--- config.mk ---
export PLATFORM = sky130hd
export DESIGN_NAME = puf_serial_param_flat
export DESIGN_NICKNAME = d
export VERILOG_FILES = /design/src/rtl/puf_serial_param_if.sv /design/src/rtl/puf_serial_param.sv /design/src/flat_wrapper.sv
export SDC_FILE = /design/constraint.sdc
export NUM_CORES = 1
export LEC_CHECK = 0
export ABC_CLOCK_PERIOD_IN_PS = 7100
export CELL_PAD_IN_SITES_DETAIL_PLACEMENT = 1
export CELL_PAD_IN_SITES_GLOBAL_PLACEMENT = 1
export CORE_ASPECT_RATIO = 1.5
export CORE_UTILIZATION = 46
export CTS_CLUSTER_SIZE = 40
export DETAILED_ROUTE_END_ITERATION = 10
export GPL_ROUTABILITY_DRIVEN = 0
export PLACE_DENSITY = 0.82
export SLEW_MARGIN = 15
export SYNTH_ARGS = -nofsm -noshare
export SYNTH_HDL_FRONTEND = slang
export SYNTH_SLANG_ARGS = --single-unit
--- constraint.sdc ---
create_clock -name clock -period 7.1 [get_ports clock]
set_clock_uncertainty 0.2 [all_clocks]
set_input_delay 1.42 -clock clock [delete_from_list [all_inputs] [get_ports clock]]
set_output_delay 1.42 -clock clock [all_outputs]
set_load 0.05 [all_outputs]
--- src/rtl/puf_serial_param_if.sv ---
// puf_serial_param_if: bundles the handshake, challenge/response and ring-oscillator
// signals of puf_serial_param.
//   master modport: host side. It drives start, challenge and the oscillator banks, and
//                   observes ro_enable, busy, done, response and resp_valid.
//   slave modport : the PUF core.
interface puf_serial_param_if #(
    parameter int unsigned NUM_RO = 16,
    parameter int unsigned CHAL_W = 8,
    parameter int unsigned RESP_W = 8
) ();
    logic              start;
    logic [CHAL_W-1:0] challenge;
    logic [NUM_RO-1:0] ro_a;
    logic [NUM_RO-1:0] ro_b;
    logic              ro_enable;
    logic              busy;
    logic              done;
    logic [RESP_W-1:0] response;
    logic              resp_valid;

    modport master (
        output start, challenge, ro_a, ro_b,
        input  ro_enable, busy, done, response, resp_valid
    );

    modport slave (
        input  start, challenge, ro_a, ro_b,
        output ro_enable, busy, done, response, resp_valid
    );
endinterface

--- src/rtl/puf_serial_param.sv ---
// puf_serial_param: serial ring-oscillator PUF response generator.
// A challenge seeds a 16-bit LFSR. For each response bit the LFSR steps once and selects
// one oscillator from bank A and one from bank B. Rising edges of both are counted over a
// fixed window, and the bit is 1 when bank A produced more edges than bank B.
// Ports:
//   clock  : system clock
//   reset  : synchronous, active-low reset
//   bus_io : slave modport of puf_serial_param_if
//            (start/challenge in, ro_a/ro_b in, ro_enable/busy/done/response/resp_valid out)
// Optional feature: define PUF_MAJORITY_VOTE_EN to measure every bit three times on the
// same oscillator pair and keep the majority result.
module puf_serial_param #(
    parameter int unsigned NUM_RO = 16,
    parameter int unsigned CHAL_W = 8,
    parameter int unsigned RESP_W = 8,
    parameter int unsigned CNT_W  = 16,
    parameter int unsigned WINDOW = 1024,
    parameter int unsigned SETTLE = 4
) (
    input logic                  clock,
    input logic                  reset,
    puf_serial_param_if.slave    bus_io
);
    localparam int unsigned SEL_W   = $clog2(NUM_RO);
    localparam int unsigned TMR_MAX = (WINDOW > SETTLE) ? WINDOW : SETTLE;
    localparam int unsigned TMR_W   = $clog2(TMR_MAX);
    localparam int unsigned IDX_W   = (RESP_W > 1) ? $clog2(RESP_W) : 1;

    typedef enum logic [2:0] {StIdle, StSettle, StCount, StCompare, StDone} state_e;

    state_e             state_q, state_d;
    logic [15:0]        lfsr_q, lfsr_d;
    logic [TMR_W-1:0]   tmr_q, tmr_d;
    logic [IDX_W-1:0]   idx_q, idx_d;
    logic [CNT_W-1:0]   cnt_a_q, cnt_a_d, cnt_b_q, cnt_b_d;
    logic [RESP_W-1:0]  shift_q, shift_d, response_q, response_d;
    logic               resp_valid_q, resp_valid_d;
    logic               busy_q, busy_d, done_q, done_d, ro_enable_q, ro_enable_d;
    logic [2:0]         sync_a_q, sync_b_q;
    logic               last_trial, res_bit, cmp;
    logic [15:0]        seed;

`ifdef PUF_MAJORITY_VOTE_EN
    logic [1:0]         trial_q, trial_d;
    logic [1:0]         votes_q, votes_d;
`endif

    function automatic logic [15:0] lfsr_step(input logic [15:0] v);
        return {v[14:0], v[15] ^ v[13] ^ v[12] ^ v[10]};
    endfunction

    wire logic [SEL_W-1:0] sel_a   = lfsr_q[SEL_W-1:0];
    wire logic [SEL_W-1:0] sel_b   = lfsr_q[2*SEL_W-1:SEL_W];
    // Bits [1:0] form the synchroniser and bit 2 holds the previous sample for edge detect.
    wire logic             edge_a  = sync_a_q[1] & ~sync_a_q[2];
    wire logic             edge_b  = sync_b_q[1] & ~sync_b_q[2];
    wire logic             set_last = (tmr_q == TMR_W'(SETTLE - 1));
    wire logic             cnt_last = (tmr_q == TMR_W'(WINDOW - 1));
    wire logic             idx_last = (idx_q == IDX_W'(RESP_W - 1));

    always_comb begin
        seed = '0;
        seed[CHAL_W-1:0] = bus_io.challenge;
        seed = seed ^ 16'hACE1;
        if (seed == 16'h0000) begin
            seed = 16'h0001;
        end
    end

`ifdef PUF_MAJORITY_VOTE_EN
    assign last_trial = (trial_q == 2'd2);
`else
    assign last_trial = 1'b1;
`endif

    // State register
    always_ff @(posedge clock) begin
        if (!reset) begin
            state_q <= StIdle;
        end else begin
            state_q <= state_d;
        end
    end

    // Next-state logic
    always_comb begin
        state_d = state_q;
        unique case (state_q)
            StIdle:    if (bus_io.start) state_d = StSettle;
            StSettle:  if (set_last)     state_d = StCount;
            StCount:   if (cnt_last)     state_d = StCompare;
            StCompare: state_d = (last_trial && idx_last) ? StDone : StSettle;
            StDone:    state_d = StIdle;
            default:   state_d = StIdle;
        endcase
    end

    // Output logic. Handshake outputs are registered from the current state, so done,
    // busy and resp_valid change together one cycle after DONE is entered.
    always_comb begin
        busy_d      = state_q inside {StSettle, StCount, StCompare};
        done_d      = (state_q == StDone);
        ro_enable_d = state_d inside {StSettle, StCount};
    end

    // Datapath next-state
    always_comb begin
        lfsr_d       = lfsr_q;
        idx_d        = idx_q;
        cnt_a_d      = cnt_a_q;
        cnt_b_d      = cnt_b_q;
        shift_d      = shift_q;
        response_d   = response_q;
        resp_valid_d = resp_valid_q;
        tmr_d        = (state_d != state_q || state_q == StIdle) ? '0 : tmr_q + 1'b1;
        cmp          = (cnt_a_q > cnt_b_q);
        res_bit      = cmp;
`ifdef PUF_MAJORITY_VOTE_EN
        trial_d      = trial_q;
        votes_d      = votes_q;
        res_bit      = (votes_q[0] & votes_q[1]) | (votes_q[0] & cmp) | (votes_q[1] & cmp);
`endif
        unique case (state_q)
            StIdle: begin
                if (bus_io.start) begin
                    lfsr_d       = lfsr_step(seed);
                    idx_d        = '0;
                    shift_d      = '0;
                    resp_valid_d = 1'b0;
`ifdef PUF_MAJORITY_VOTE_EN
                    trial_d      = '0;
`endif
                end
            end
            StCount: begin
                if (edge_a && cnt_a_q != '1) cnt_a_d = cnt_a_q + 1'b1;
                if (edge_b && cnt_b_q != '1) cnt_b_d = cnt_b_q + 1'b1;
            end
            StCompare: begin
                cnt_a_d = '0;
                cnt_b_d = '0;
`ifdef PUF_MAJORITY_VOTE_EN
                if (!last_trial) begin
                    votes_d[trial_q[0]] = cmp;
                    trial_d             = trial_q + 2'd1;
                end else begin
                    trial_d = '0;
                end
`endif
                if (last_trial) begin
                    shift_d = (shift_q << 1) | RESP_W'(res_bit);
                    if (!idx_last) begin
                        // Next bit: fresh oscillator pair.
                        lfsr_d = lfsr_step(lfsr_q);
                        idx_d  = idx_q + 1'b1;
                    end
                end
            end
            StDone: begin
                response_d   = shift_q;
                resp_valid_d = 1'b1;
            end
            default: ;
        endcase
    end

    always_ff @(posedge clock) begin
        if (!reset) begin
            lfsr_q       <= '0;
            tmr_q        <= '0;
            idx_q        <= '0;
            cnt_a_q      <= '0;
            cnt_b_q      <= '0;
            shift_q      <= '0;
            response_q   <= '0;
            resp_valid_q <= 1'b0;
            busy_q       <= 1'b0;
            done_q       <= 1'b0;
            ro_enable_q  <= 1'b0;
            sync_a_q     <= '0;
            sync_b_q     <= '0;
        end else begin
            lfsr_q       <= lfsr_d;
            tmr_q        <= tmr_d;
            idx_q        <= idx_d;
            cnt_a_q      <= cnt_a_d;
            cnt_b_q      <= cnt_b_d;
            shift_q      <= shift_d;
            response_q   <= response_d;
            resp_valid_q <= resp_valid_d;
            busy_q       <= busy_d;
            done_q       <= done_d;
            ro_enable_q  <= ro_enable_d;
            sync_a_q     <= {sync_a_q[1:0], bus_io.ro_a[sel_a]};
            sync_b_q     <= {sync_b_q[1:0], bus_io.ro_b[sel_b]};
        end
    end

`ifdef PUF_MAJORITY_VOTE_EN
    always_ff @(posedge clock) begin
        if (!reset) begin
            trial_q <= '0;
            votes_q <= '0;
        end else begin
            trial_q <= trial_d;
            votes_q <= votes_d;
        end
    end
`endif

    assign bus_io.ro_enable  = ro_enable_q;
    assign bus_io.busy       = busy_q;
    assign bus_io.done       = done_q;
    assign bus_io.response   = response_q;
    assign bus_io.resp_valid = resp_valid_q;
endmodule

--- src/flat_wrapper.sv ---
// flat-port wrapper written by rule: the top's interface ports become plain ports
module puf_serial_param_flat 
#(
    parameter int unsigned NUM_RO = 16,
    parameter int unsigned CHAL_W = 8,
    parameter int unsigned RESP_W = 8,
    parameter int unsigned CNT_W  = 16,
    parameter int unsigned WINDOW = 1024,
    parameter int unsigned SETTLE = 4
)
  (clock, reset, bus_io_start, bus_io_challenge, bus_io_ro_a, bus_io_ro_b, bus_io_ro_enable, bus_io_busy, bus_io_done, bus_io_response, bus_io_resp_valid);
  puf_serial_param_if #(.NUM_RO(NUM_RO), .CHAL_W(CHAL_W), .RESP_W(RESP_W)) bus_io_i ();
  input logic clock;
  input logic reset;
  input wire logic [$bits(bus_io_i.start)-1:0] bus_io_start;
  input wire logic [$bits(bus_io_i.challenge)-1:0] bus_io_challenge;
  input wire logic [$bits(bus_io_i.ro_a)-1:0] bus_io_ro_a;
  input wire logic [$bits(bus_io_i.ro_b)-1:0] bus_io_ro_b;
  output wire logic [$bits(bus_io_i.ro_enable)-1:0] bus_io_ro_enable;
  output wire logic [$bits(bus_io_i.busy)-1:0] bus_io_busy;
  output wire logic [$bits(bus_io_i.done)-1:0] bus_io_done;
  output wire logic [$bits(bus_io_i.response)-1:0] bus_io_response;
  output wire logic [$bits(bus_io_i.resp_valid)-1:0] bus_io_resp_valid;
  assign bus_io_i.start = bus_io_start;
  assign bus_io_i.challenge = bus_io_challenge;
  assign bus_io_i.ro_a = bus_io_ro_a;
  assign bus_io_i.ro_b = bus_io_ro_b;
  assign bus_io_ro_enable = bus_io_i.ro_enable;
  assign bus_io_busy = bus_io_i.busy;
  assign bus_io_done = bus_io_i.done;
  assign bus_io_response = bus_io_i.response;
  assign bus_io_resp_valid = bus_io_i.resp_valid;
  puf_serial_param #(.NUM_RO(NUM_RO), .CHAL_W(CHAL_W), .RESP_W(RESP_W), .CNT_W(CNT_W), .WINDOW(WINDOW), .SETTLE(SETTLE)) u_core (.clock(clock), .reset(reset), .bus_io(bus_io_i));
endmodule
== Word-level counts from Yosys, hierarchy flattened ==
Index checks and enable logic that the tools add are counted.

* Flip-flop bits (word level): 90
* Input port bits: 43
* Output and inout port bits: 12
* Logic and storage cells: 90

* $add $sub $neg: 4
* $lt $le $gt $ge: 3
* Equal/unequal tests: 16
* Multiplexer cells: 24
* Bitwise operators: 13
* Reduce and logical (&&, ||, !) cells: 16

{| class="wikitable"
|+ Operator list
! kind !! count
|-
| $pmux W16 S2 || 3
|-
| $mux W16 || 5
|-
| $add A16 B1 Y16 const B || 2
|-
| $ne A16 B16 Y1 const B || 2
|-
| $mux W3 || 6
|-
| $gt A16 B16 Y1 || 1
|-
| $logic_not A16 Y1 || 1
|-
| $pmux W8 S2 || 1
|-
| $pmux W3 S4 || 1
|-
| $add A10 B1 Y10 const B || 1
|-
| $eq A10 B10 Y1 const B || 1
|-
| $eq A10 B2 Y1 const B || 1
|-
| $lt A4 B5 Y1 const B || 2
|-
| $eq A3 B2 Y1 const B || 3
|-
| $bmux W1 S4 || 2
|-
| $mux W8 || 1
|-
| $ne A2 B2 Y1 const B || 4
|-
| $not A4 Y8 || 1
|-
| $or A8 B1 Y8 || 1
|-
| $reduce_and A2 Y1 || 4
|-
| $reduce_bool A2 Y1 || 4
|-
| $eq A3 B1 Y1 const B || 2
|-
| $eq A3 B3 Y1 const B || 2
|-
| $pmux W3 S2 || 1
|-
| 13 further kinds || 24
|}

== Depth between registers and ports, before layout ==
Gate-level depths: netlist (run 1).

* Word-level depth: 8
* Gate-level depth with buffers: 7
* Mapped depth without buffers: 7

== Worst setup path before layout (run 1) ==
No wires, ideal clock.

* Path type: in2reg
* Start point: input bus_io_ro_a[15]
* End point: register u_core.sync_a_q[0]
* Setup time: 0.115 ns
* Data arrival time: 2.461 ns
* Data required time: 6.785 ns
* Slack: 4.324 ns
* Cell stages on the path: 3
* Buffers on the path: 0
* Path through: mux4_2 mux4_2 and2_1

* Cells in the longest elaborated chain, start to end: 2

{| class="wikitable"
|+ Ends and longest elaborated chain
! element !! line !! text
|-
| start: declaration || flat_wrapper.sv:17 || <nowiki>input wire logic [$bits(bus_io_i.ro_a)-1:0] bus_io_ro_a;</nowiki>
|-
| $bmux W1 S4 || puf_serial_param.sv:194 || <nowiki>sync_a_q <= {sync_a_q[1:0], bus_io.ro_a[sel_a]};</nowiki>
|-
| $mux W1 (implied by the code) || puf_serial_param.sv:194 ||
|-
| end signal: assignment || puf_serial_param.sv:194 ||
|-
| end: declaration || puf_serial_param.sv:39 || <nowiki>logic [2:0] sync_a_q, sync_b_q;</nowiki>
|}

Every way passes these cells. The select of a mux whose other input is x is not followed.
A chain may end at the register's enable or synchronous reset.

==> metrics.md, run 1 <==
| Metric | Value |
|---|---|
| Outcome | complete, no violations |
| Max Slew Vio Count | 0 |
| Starting density of the core | 47.9% |
| Clock latency on the worst-skew pair | 340 ps |
| Number of synthesized register bits | 90 |
| Dpl ws | 3320 ps |
| Largest fanout on the critical path | 47 |
| Initial antenna violation count | 0 |
| First-pass GRT wire length | 19100 um |
| Yosys warns | 0 |
| Worst hold path type | register to register |
| Worst Path Arrival | 3340 ps |
| Clock power share | 49.4% |
| Cells after Synth | 491 |
| Setup crit start kind | primary input |
| Synth Flop Type | dfxtp_1 |
| DRC | 0 |
| Worst Max-Slew Pin Slew | 818 ps |
| Fin nets | 604 |
| Crit path time final | 3250 ps |
| WL final | 11600 um |
| Buf+Inv Stages, Crit Path | 3 |
| Worst Setup Path Type | primary input to register |
| Max VDD drop | 0.125 mV |
| Delay-heaviest family, CP | buffers and inverters |
| Reg clk slew, reported paths | 60 ps |
| Leakage power | 0.00199 uW |
| Max Buffers Root-to-Sink | 2 |
| Final Cycle Share | 45.8% |
| Syn_nets | 556 |
| Multi-input gate area | 2520 sq um |
| Clock root cell | clkbuf_16 |
| 1st-iter DRT viols | 108 |
| Most frequent cells in the layout | dfxtp_1, nand2_1, clkdlybuf4s50_1 |
| Fill cells | 1053 |
| Die ar. | 10100 sq um |
| Number of enable flip-flop cells after synthesis | 0 |
| Combinational Power Share | 6.3% |
| Detail Route Antenna Nets | 0 |
| Unrepaired setup endpoints after global routing | false |
| CTS HTree Levels | 3 |
| CTS tree | built |
| Sw power | 236 uW |
| DIE HEIGHT | 123 um |
| Part of the power in registers | 44.3% |
| P_int | 950 uW |
| Largest net degree at the start of global routing | 48 |
| CP Cell Sequence | clkdlybuf4s50_1, buf_4, nand2_1, buf_4, or4b_2, nand2_1 |
| Slew headroom | 45.0% |
| Syn Area/Cell | 9.09 sq um |
| Switching share of power | 19.9% |
| Core Region | 9310 sq um |
| Setup crit end kind | register |
| Setup TNS | 0 ps |
| TritonCTS buffer count | 9 |
| Max stage delay on crit path | 660 ps |
| CTS sink cnt | 90 |
| Worst Path Required | 7190 ps |
| Synth unique cells | 51 |
| Hold Buf Count CTS | 0 |
| I/O pin total | 55 |
| Die Wd | 82.4 um |
| Grt ovf | 0 |
| Tot GR Track Use | 25.4% |
| Vias in the first global route | 4095 |
| Power Dens Cells | 217 nW/um^2 |
| # resized after CTS | 0 |
| Fin worst setup slack | 3850 ps |
| Setup violators final | 0 |
| Post-CTS setup buffer count | 0 |
| Commonest non-fill, non-tap cell in the layout | dfxtp_1 |
| Asr flop ratio synth | 0% |
| Post-DR wirelength/cell | 17.7 um |
| PortBufs | 54 |
| Area grow syn2layout | 22.3% |
| Seq. cell area | 1800 sq um |
| Synthesized cell area | 4460 sq um |
| Share of layout cells above drive strength 1 | 7.17% |
| Final hold vios | 0 |
| Drt first pass iters | 4 |
| Tot Pwr | 1190 uW |
| CP max stage cell | or4b_2 |
| # rows | 43 |
| Antenna cells | 0 |
| Sequential element share of the synthesized area | 40.4% |
| FMAX | 307 MHz |
| Via density | 5.82 |
| # Max-Cap Violations | 0 |
| Vias | 3817 |
| Post-DP HPWL | 8580 um |
==> flip-flops by register name, summed over array words and instances, names as in the netlist <==
name and flops:
u_core.bus_io.busy 1, u_core.sync_b_q 3, u_core.bus_io.resp_valid 1, u_core.bus_io.response 8, u_core.tmr_q 10, u_core.bus_io.ro_enable 1
u_core.sync_a_q 3, u_core.state_q 3, u_core.bus_io.done 1, u_core.shift_q 8, u_core.cnt_a_q 16, u_core.idx_q 3
u_core.lfsr_q 16, u_core.cnt_b_q 16
==> Yosys cell counts (4+ instances only) <==
| master | instances | area, sq um |
|---|---|---|
| a2111oi_0 | 4 | 35.0 |
| a211oi_1 | 4 | 30.0 |
| a21boi_0 | 12 | 90.1 |
| a21oi_1 | 19 | 95.1 |
| a22oi_1 | 13 | 97.6 |
| and2_1 | 10 | 62.6 |
| and3_1 | 12 | 75.1 |
| and4_1 | 8 | 70.1 |
| clkbuf_1 | 16 | 60.1 |
| dfxtp_1 | 90 | 1800 |
| ha_1 | 22 | 275 |
| inv_1 | 19 | 71.3 |
| mux4_2 | 10 | 225 |
| nand2_1 | 58 | 218 |
| nand2b_1 | 4 | 25.0 |
| nand3_1 | 18 | 90.1 |
| nand4_1 | 10 | 62.6 |
| nor2_1 | 44 | 165 |
| nor2b_1 | 16 | 100 |
| nor3_1 | 5 | 25.0 |
| nor3b_1 | 4 | 30.0 |
| o211a_1 | 5 | 50.1 |
| o211ai_1 | 9 | 67.6 |
| o21ai_0 | 9 | 45.0 |
| o221a_2 | 4 | 45.0 |
| or3_1 | 4 | 25.0 |
| xnor2_1 | 16 | 140 |
| xor2_1 | 14 | 123 |
==> per-layer routing <==
metal | share of wire [%] | GRT usage (%)
met1 | 37 | 24.3
met2 | 58 | 50.1
met3 | 2.5 | 4.61
met4 | 2.6 | 11.4
met5 | 0 | 0
==> power groups by stage <==
stage	clock, uW	combinational (uW)	sequential [uW]
floorplan	0	42.3	533
global placement	0	72.3	536
detailed placement	0	74.6	537
CTS	592	75.0	526
global route	611	80.6	527
finish	585	74.2	525
==> final timing paths <==
kind                           start  cells after the start                 end  slack [ps]
setup / recovery               reset                      6   u_core.cnt_a_q[5]        3850
hold / removal    u_core.sync_a_q[0]                      1  u_core.sync_a_q[1]         250
hold reg to reg   u_core.sync_a_q[0]                      1  u_core.sync_a_q[1]         250
setup reg to reg   u_core.state_q[1]                      5  u_core.cnt_b_q[11]        4280
==> metrics by stage <==
step / cell area, sq um / hold WS [ps] / std cells / utilization (%)
finish: 5460 / 250 / 656 / 58.6
global route: 5460 / 253 / 656 / 58.6
CTS: 5450 / 244 / 656 / 58.5
detailed placement: 5080 / 229 / 640 / 54.6
global placement: 5080 / 225 / 640 / 54.6
floorplan: 4460 / 212 / 491 / -
==> layout make-up <==
cell class,instances,area share (%)
clock inverter,5,2.29
inverter,19,1.31
clock buffer,11,4.45
timing repair buffer,56,10.2
sequential,90,33.0
multi-input combinational,363,46.2
tap,112,2.57
==> cell families after synthesis <==
logic type / count (synthesis) / share of synthesized area [%]
fa+ha+maj: 22 / 6.17
compound gates: 91 / 14.5
simple gates: 207 / 23.9
buf+inv: 38 / 3.37
xor+xnor: 30 / 5.89
mux: 13 / 5.75
flops: 90 / 40.4
Note: power is estimated with default switching activity, not from simulation.
==> inputs of run 2 (changes only) <==
--- a/config.mk
+++ b/config.mk
@@ -5,15 +5,15 @@
 export SDC_FILE = /design/constraint.sdc
 export NUM_CORES = 1
 export LEC_CHECK = 0
-export ABC_CLOCK_PERIOD_IN_PS = 7100
+export ABC_CLOCK_PERIOD_IN_PS = 2900
 export CELL_PAD_IN_SITES_DETAIL_PLACEMENT = 1
 export CELL_PAD_IN_SITES_GLOBAL_PLACEMENT = 1
 export CORE_ASPECT_RATIO = 1.5
-export CORE_UTILIZATION = 46
+export CORE_UTILIZATION = 38
 export CTS_CLUSTER_SIZE = 40
 export DETAILED_ROUTE_END_ITERATION = 10
 export GPL_ROUTABILITY_DRIVEN = 0
-export PLACE_DENSITY = 0.82
+export PLACE_DENSITY = 0.72
 export SLEW_MARGIN = 15
 export SYNTH_ARGS = -nofsm -noshare
 export SYNTH_HDL_FRONTEND = slang
==> constraint.sdc (replaced) <==
create_clock -name clock -period 2.9 [get_ports clock]
set_clock_uncertainty 0.2 [all_clocks]
set_input_delay 0.58 -clock clock [delete_from_list [all_inputs] [get_ports clock]]
set_output_delay 0.58 -clock clock [all_outputs]
set_load 0.05 [all_outputs]
==> run 2 against run 1 <==
Compared with the run above:
- die area increased by 21%
- combinational power increased to 2.5 times the previous value
- sequential power increased by 140%
- non-clock buffer count increased by 8
- setup slack got worse by 3500 ps
- clock power increased by 95%
- critical path depth decreased by 1
- largest power group is now registers
==> metrics.md, run 2 (synthesis results as in run 1) <==
| Metric | Value |
|---|---|
| Share of layout cells above drive strength 1 | 8.33% (+1.2 points) |
| # resized after CTS | 0 (unchanged) |
| Max stage delay on crit path | 550 ps (-110 ps) |
| Initial antenna violation count | 0 (unchanged) |
| RR Startpoint | u_core.state_q[2] |
| Outcome | complete, no violations |
| Reg clk slew, reported paths | 70 ps (about the same) |
| Final Cycle Share | 89.6% |
| Delay-heaviest family, CP | simple AND/OR/NAND/NOR gates |
| Worst Max-Slew Pin Slew | 750 ps (-67.9 ps) |
| DIE HEIGHT | 135 um (+9.9%) |
| Post-CTS setup buffer count | 0 (unchanged) |
| Hold Crit Depth | 1 (unchanged) |
| CP max stage cell | or4b_4 |
| Grt ovf | 0 (unchanged) |
| Max VDD drop | 0.279 mV (+120%) |
| Commonest non-fill, non-tap cell in the layout | dfxtp_1 |
| Setup TNS | 0 ps (unchanged) |
| Tot GR Track Use | 19.5% (-5.9 points) |
| I/O pin total | 55 (unchanged) |
| WL final | 11400 um (-1.7%) |
| Clock root cell | clkbuf_16 |
| Power Dens Cells | 478 nW/um^2 (+120%) |
| Buf+Inv Stages, Crit Path | 0 (-3) |
| Unrepaired setup endpoints after global routing | false |
| Worst Setup Path Type | register to register |
| HP Start | u_core.sync_a_q[0] |
| # Max-Cap Violations | 0 (unchanged) |
| WL met2 | 6400 um (-4.2%) |
| RR Endpoint | u_core.cnt_b_q[11] |
| Starting density of the core | 38.9% (-9.0 points) |
| Detail Route Antenna Nets | 0 (unchanged) |
| Core Region | 11500 sq um (+23%) |
| CP Cell Sequence | or3b_4, or4b_4, a2111o_1, nor2_1, mux2_2 |
| Vias in the first global route | 3929 (-4.1%) |
| 1st-iter DRT viols | 94 (-13%) |
| CTS sink cnt | 90 (unchanged) |
| Biggest regs | u_core.cnt_a_q x16, u_core.cnt_b_q x16, u_core.lfsr_q x16 |
| # rows | 48 (+12%) |
| Max Buffers Root-to-Sink | 2 (unchanged) |
| First-pass GRT wire length | 18900 um (-1.2%) |
| Fin cells | 702 (+7.0%) |
| PortBufs | 54 (unchanged) |
| Setup crit end kind | register |
| Setup violators final | 0 (unchanged) |
| Clock latency on the worst-skew pair | 350 ps (about the same) |
| Core Util, Final | 47.7% (-11 points) |
| Uppermost routed layer | met4 |
| Worst Path Required | 2940 ps (-4250 ps) |
| Drt first pass iters | 4 (unchanged) |
| Largest fanout on the critical path | 10 (-79%) |
| Leakage power | 0.00198 uW (-0.35%) |
| Most frequent cells in the layout | dfxtp_1, nand2_1, clkdlybuf4s50_1 |
| Hold Path End | u_core.sync_a_q[1] |
| Die Wd | 90.5 um (+9.8%) |
| Antenna cells | 0 (unchanged) |
| FF-to-FF path depth | 5 (unchanged) |
| CTS tree | built |
| Worst Path Arrival | 2630 ps (-710 ps) |
| Vias | 3840 (+0.60%) |
| Final hold vios | 0 (unchanged) |
| Met3 WL post-DR | 302 um (+6.0%) |
| Largest net degree at the start of global routing | 46 (-4.2%) |
| Post-DR wirelength/cell | 16.2 um (-8.2%) |
| Setup crit start kind | register |
| Fin nets | 612 (+1.3%) |
| Worst hold path type | register to register |
| TritonCTS buffer count | 9 (unchanged) |
| Slew headroom | 49.8% (+4.8 points) |
| Post-DP HPWL | 8600 um (+0.26%) |
| R2R setup slack | 300 ps (-3980 ps) |
| Max Slew Vio Count | 0 (unchanged) |
| Via density | 5.47 (-6.0%) |
| WL met1 | 4450 um (+3.0%) |
| Area grow syn2layout | 22.6% |
| FMAX | 385 MHz |
| Hold Buf Count CTS | 0 (unchanged) |
| Die ar. | 12200 sq um (+21%) |
| Post-Place Cells | 686 (+7.2%) |
| CTS HTree Levels | 3 (unchanged) |
| Crit path time final | 2600 ps |
| DRC | 0 (unchanged) |
==> run 2: cell types whose count changed in the layout (fill, tap and decap cells not counted) <==
cell        delta
a21oi_1        +1
a21oi_2        -1
buf_4          +8
bufinv_16      -4
clkbuf_1       -1
clkinvlp_4     +2
inv_6          +3
nor3_1         +1
nor3_2         -1
==> run 2: worst max-delay path by stage <==
stage	from	to	slack, ps	cells past startpoint
floorplan	u_core.state_q[2]	u_core.cnt_b_q[11]	430	6
finish	u_core.state_q[2]	u_core.cnt_b_q[11]	300	5
detailed placement	u_core.state_q[2]	u_core.cnt_b_q[11]	310	5
global placement	u_core.state_q[2]	u_core.cnt_b_q[11]	370	5
CTS	u_core.state_q[2]	u_core.cnt_b_q[11]	300	5
global route	u_core.state_q[2]	u_core.cnt_b_q[11]	190	5
==> run 2: report_power, final <==
group / total (uW) / internal (uW) / switching (uW) / leakage (uW)
clock: 1140 / 613 / 530 / 0.000136
sequential: 1280 / 1260 / 22.7 / 0.000729
combinational: 189 / 116 / 72.2 / 0.00112
==> run 2: final cells by class <==
type                    instances  area, sq um
clock buffers                  10          239
repair buffers                 64          616
inverters                      19         71.3
multi-input cells             363         2510
flip-flops and latches         90         1800
well taps                     150          188
fillers                      1335         6000
clock inverters                 6         46.3
==> run 2: metal layers <==
metal	up-vias	global-route usage, %
met3	19	3.38
li1	1874	-
met1	1895	20.2
met2	52	38.2
met4	0	7.71
met5	-	0
==> run 2: stage by stage <==
stage	cell area [sq um]	hold WS [ps]	setup slack (ps)	total power, uW
2_1_floorplan	4460	212	430	1410
3_3_place_gp	5190	244	365	1500
3_5_place_dp	5190	241	308	1500
4_1_cts	5470	250	298	2640
5_1_grt	5470	263	185	2700
6_report	5470	245	301	2610
==> RTL edit 1 (config.mk and constraints of run 2) <==
`CHAL_W` is set to 8 in 3 places; all go to 10.
--- a/src/rtl/puf_serial_param_if.sv
+++ b/src/rtl/puf_serial_param_if.sv
@@ -6,5 +6,5 @@
 interface puf_serial_param_if #(
     parameter int unsigned NUM_RO = 16,
-    parameter int unsigned CHAL_W = 8,
+    parameter int unsigned CHAL_W = 10,
     parameter int unsigned RESP_W = 8
 ) ();
--- a/src/rtl/puf_serial_param.sv
+++ b/src/rtl/puf_serial_param.sv
@@ -12,5 +12,5 @@
 module puf_serial_param #(
     parameter int unsigned NUM_RO = 16,
-    parameter int unsigned CHAL_W = 8,
+    parameter int unsigned CHAL_W = 10,
     parameter int unsigned RESP_W = 8,
     parameter int unsigned CNT_W  = 16,
--- a/src/flat_wrapper.sv
+++ b/src/flat_wrapper.sv
@@ -3,5 +3,5 @@
 #(
     parameter int unsigned NUM_RO = 16,
-    parameter int unsigned CHAL_W = 8,
+    parameter int unsigned CHAL_W = 10,
     parameter int unsigned RESP_W = 8,
     parameter int unsigned CNT_W  = 16,
Interface: changed (resized bus_io_challenge); port bits go from 55 to 57. No check against the original RTL was run, so the function may have changed too.
==> RTL edit 1 against run 2 <==
Routed wire length is 0.74% lower; power rose by 0.15%; worst setup slack improved by 0.15 ns; final area grew 0.34%; die area is 0.58% higher; critical path type unchanged; first-iteration DRC count is 16% higher; core utilization down 0.086 points; area after synthesis grew 0.59%; sequential cell count unchanged.
==> RTL edit 1: results <==
[status]
status = completed

[placed_design]
place_area_um2 = 5199
hpwl_mm = 8.771
io_buffers = 56

[global_routing]
use_met1 = 0.2034
grt_pass1_vias = 4102
grt_max_degree = 39

[synthesis]
synth_seq_area_share = 0.4014
syn-num-nets = 562
ys_top_cells_by_count = 90 x dfxtp_1, 57 x nand2_1, 50 x nor2_1, 23 x nand3_1, 22 x ha_1
ys_top_cells_by_area = dfxtp_1 40%, ha_1 6.1%, mux4_2 5.0%
avgSynthCellArea_um2 = 9.067

[layout]
clkCellAreaFrac = 0.05310
n_all_inverters = 20
n_clock_buffer = 11
multi_input_comb_area_um2 = 2529
buffers = 62
seq_share = 0.3282
buffer_area_frac = 0.1103

[drt]
met3_length_um = 310
first_pass_iters = 5
drt_iter0_markers = 109
via_per_inst = 5.373
met1Wirelength_mm = 4.337
wl_met2_mm = 6.473

[worst_setup_path]
crit_slowest_cell = nor4_1
rr_startpoint = u_core.state_q[1]

[hold_path]
min_to = u_core.sync_b_q[1]
min_from = u_core.sync_b_q[0]

[pwr]
p_comb_uw = 195

[timing]
tightest_slew_ns = 0.6867
## RTL edit 1: cell count changes in the layout (fill, tap and decap cells not counted), moves of 3 or more
cell,before,now
nand3_1,18,23
nor3_1,5,9
a31oi_1,1,5
nor2_1,44,50
buf_4,10,6
and3_1,12,9
o2111ai_1,0,3
a2111oi_0,4,0
inv_6,3,0
xnor2_1,16,20
a21oi_1,19,13
nor3b_1,4,1
## RTL edit 1: worst max-delay path by stage
stage / from / end / cells after the start
after CTS: u_core.state_q[1] / u_core.cnt_a_q[8] / 5
after floorplan: u_core.state_q[1] / u_core.cnt_b_q[9] / 6
after global routing: u_core.state_q[1] / u_core.cnt_a_q[8] / 5
after detailed placement: u_core.state_q[1] / u_core.cnt_a_q[8] / 5
final: u_core.state_q[1] / u_core.cnt_a_q[8] / 5
after global placement: bus_io_ro_a[15] / u_core.sync_a_q[0] / 4
## RTL edit 1: cell families (layout without fill, tap and decap cells)
family	Yosys count	in the layout	share of synthesized area
fa+ha+maj	22	22	0.06133
buf+inv	40	98	0.03513
mux	12	12	0.05464
xor+xnor	34	34	0.06635
compound gates	81	81	0.1313
flops	90	90	0.4015
simple gates	216	216	0.2498
## RTL edit 1: critical path, delay by kind of cell (launching register included)
| kind | cells | cell delay (ns) |
|---|---|---|
| XOR/XNOR | 1 | 0.17 |
| flip-flops | 1 | 0.44 |
| AND/OR/NAND/NOR | 4 | 1.51 |
## RTL edit 1: stage by stage
stage / total power (uW) / utilization / hold slack, ns
final: 2617 / 0.4761 / 0.2499
after global routing: 2711 / 0.4761 / 0.2907
after CTS: 2651 / 0.4761 / 0.2545
after detailed placement: 1517 / 0.4508 / 0.2529
after global placement: 1509 / 0.4508 / 0.2423
after floorplan: 1420 / - / 0.2119
==> RTL edit 2 (flow settings as in run 2) <==
Without the edit above. Take the reset off `lfsr_q` and `shift_q` and load them in a clocked block of their own.
--- a/src/rtl/puf_serial_param.sv
+++ b/src/rtl/puf_serial_param.sv
@@ -167,10 +167,8 @@
     always_ff @(posedge clock) begin
         if (!reset) begin
-            lfsr_q       <= '0;
             tmr_q        <= '0;
             idx_q        <= '0;
             cnt_a_q      <= '0;
             cnt_b_q      <= '0;
-            shift_q      <= '0;
             response_q   <= '0;
             resp_valid_q <= 1'b0;
@@ -181,10 +179,8 @@
             sync_b_q     <= '0;
         end else begin
-            lfsr_q       <= lfsr_d;
             tmr_q        <= tmr_d;
             idx_q        <= idx_d;
             cnt_a_q      <= cnt_a_d;
             cnt_b_q      <= cnt_b_d;
-            shift_q      <= shift_d;
             response_q   <= response_d;
             resp_valid_q <= resp_valid_d;
@@ -197,4 +193,9 @@
     end
 
+    always_ff @(posedge clock) begin
+        lfsr_q  <= lfsr_d;
+        shift_q <= shift_d;
+    end
+
 `ifdef PUF_MAJORITY_VOTE_EN
     always_ff @(posedge clock) begin
Behaviour: no difference found for any inputs over 10 cycles, from zero or initial values and one cycle with reset low; that may be too few to reach the edited logic, so the function may still have changed.
==> RTL edit 2 against run 2 <==
Worst setup slack improved by 0.27 ns; hold slack improved by 0.0011 ns; first-iteration DRC count down 16%; sequential share of layout area is 4.0 points higher; final area grew 1.1%; core utilization is essentially flat; power rose by 3.2%; area after synthesis grew 1.7%; routed wire length fell by 4.2%; sequential cell count unchanged.
==> RTL edit 2: results <==
[status]
status = completed

[drt]
drt_iter0_markers = 79
wire_per_inst_um = 16.13
first_pass_iters = 4
routed-via-count = 3599

[clocking]
clockBufferDepth = 2
htreeDepth = 3
cts_root_buf = clkbuf_16
clk_latency_ns = 0.35
cts_setup_buffers = 0
numCtsBuffers = 9
cts.repair.resized = 0
clk_pin_slew_ns = 0.07

[layout]
fin_cells = 677
top_regs = u_core.cnt_a_q x16, u_core.cnt_b_q x16, u_core.lfsr_q x16
insertedDiodeCount = 0
drive_gt1_frac = 0.07211
final_nets = 587
fillers = 1323

[timing]
setup_violations = 0
tightest_slew_ns = 0.5413

[synthesis]
ys_top_cells_by_count = 66 x dfxtp_1, 56 x nor2_1, 50 x nand2_1, 29 x xnor2_1, 24 x edfxtp_1
syn_inst = 469
ys_top_cells_by_area = dfxtp_1 29%, edfxtp_1 16%, ha_1 6.1%
synth_edf_count = 24
syn-num-nets = 534
yosysUniqueCellTypes = 51
synth_seq_area_share = 0.4502
ys_warn_count = 0
async_flop_share = 0

[global_routing]
grt_max_degree = 33
grt_usage = 0.1952
grt_pass1_vias = 3965
antenna_found_initial = 0
grt_pass1_wl_mm = 18.85

[placed_design]
place_inst = 661
hpwl_mm = 8.068
pre_cts_slack_ns = 0.2873
place_area_um2 = 5228
io_buffers = 54

[pwr]
max-vdd-ir-drop_mv = 0.3132
p_leak_uw = 0.001957

[hold_path]
hp-class = reg2reg

[worst_setup_path]
arrival_ns = 1.55
crit_fanout = 2
slowest_delay_ns = 0.83
crit_slowest_cell = clkdlybuf4s50_1
cp_top_family = buffers and inverters
## RTL edit 2: cell types whose count changed after synthesis, moves of 7 or more
cell | before | now
edfxtp_1 | 0 | 24
o211ai_1 | 9 | 1
a22oi_1 | 13 | 2
dfxtp_1 | 90 | 66
xor2_1 | 14 | 7
and2_1 | 10 | 22
xnor2_1 | 16 | 29
nor2_1 | 44 | 56
nand2_1 | 58 | 50
nor2b_1 | 16 | 8
## RTL edit 2: final cells by class
cell class / instances / area share
Tap cell: 150 / 0.03394
Sequential cell: 90 / 0.3692
Multi-Input combinational cell: 341 / 0.4233
Timing Repair Buffer: 59 / 0.1045
Clock buffer: 10 / 0.04140
Inverter: 21 / 0.01425
Clock inverter: 6 / 0.01335
## RTL edit 2: final timing paths
check                           slack [ns]                      from  cells after the start                  to
worst min register to register        0.25        u_core.sync_b_q[0]                      1  u_core.sync_b_q[1]
worst min-delay path                  0.25        u_core.sync_b_q[0]                      1  u_core.sync_b_q[1]
worst max register to register        0.68         u_core.state_q[0]                      5   u_core.cnt_a_q[5]
worst max-delay path                  0.57  u_core.bus_io.resp_valid                      1   bus_io_resp_valid
## RTL edit 2: report_power, final
| part | switching, uW | leakage (uW) | internal [uW] |
|---|---|---|---|
| Clock | 520 | 0.000148 | 679 |
| Sequential | 20.7 | 0.000755 | 1320 |
| Combinational | 62.7 | 0.00105 | 96.4 |
| Total | 604 | 0.00196 | 2090 |
## RTL edit 2: logic make-up after synthesis
family	Yosys count	share of synthesized area
buf+inv	38	0.03366
flops	90	0.4502
compound gates	58	0.08635
xor+xnor	36	0.06952
simple gates	213	0.2455
fa+ha+maj	22	0.06069
mux	12	0.05407
## RTL edit 2: through the flow
step / hold slack (ns) / utilization / total power (uW)
detailed placement: 0.2303 / 0.4510 / 1526
global placement: 0.2273 / 0.4510 / 1520
finish: 0.2463 / 0.4771 / 2696
global route: 0.2688 / 0.4771 / 2791
CTS: 0.2525 / 0.4771 / 2727
floorplan: 0.2119 / - / 1439
## RTL edit 2: worst reg2reg max path, stage by stage (launching register included)
cell     delay (ns)
dfxtp_1        0.61
nand2_1        0.25
or2_2          0.47
nand2_1        0.12
buf_4          0.34
nor2_1         0.11
## RTL edit 2: layer usage
layer  track usage  vias to the layer above  routed length [um]
li1              -                     1766                   -
met1        0.1973                     1756                4206
met2        0.3864                       61                6136
met3       0.03535                       16                 310
met4       0.08201                        0                 266
met5             0                        -                   0
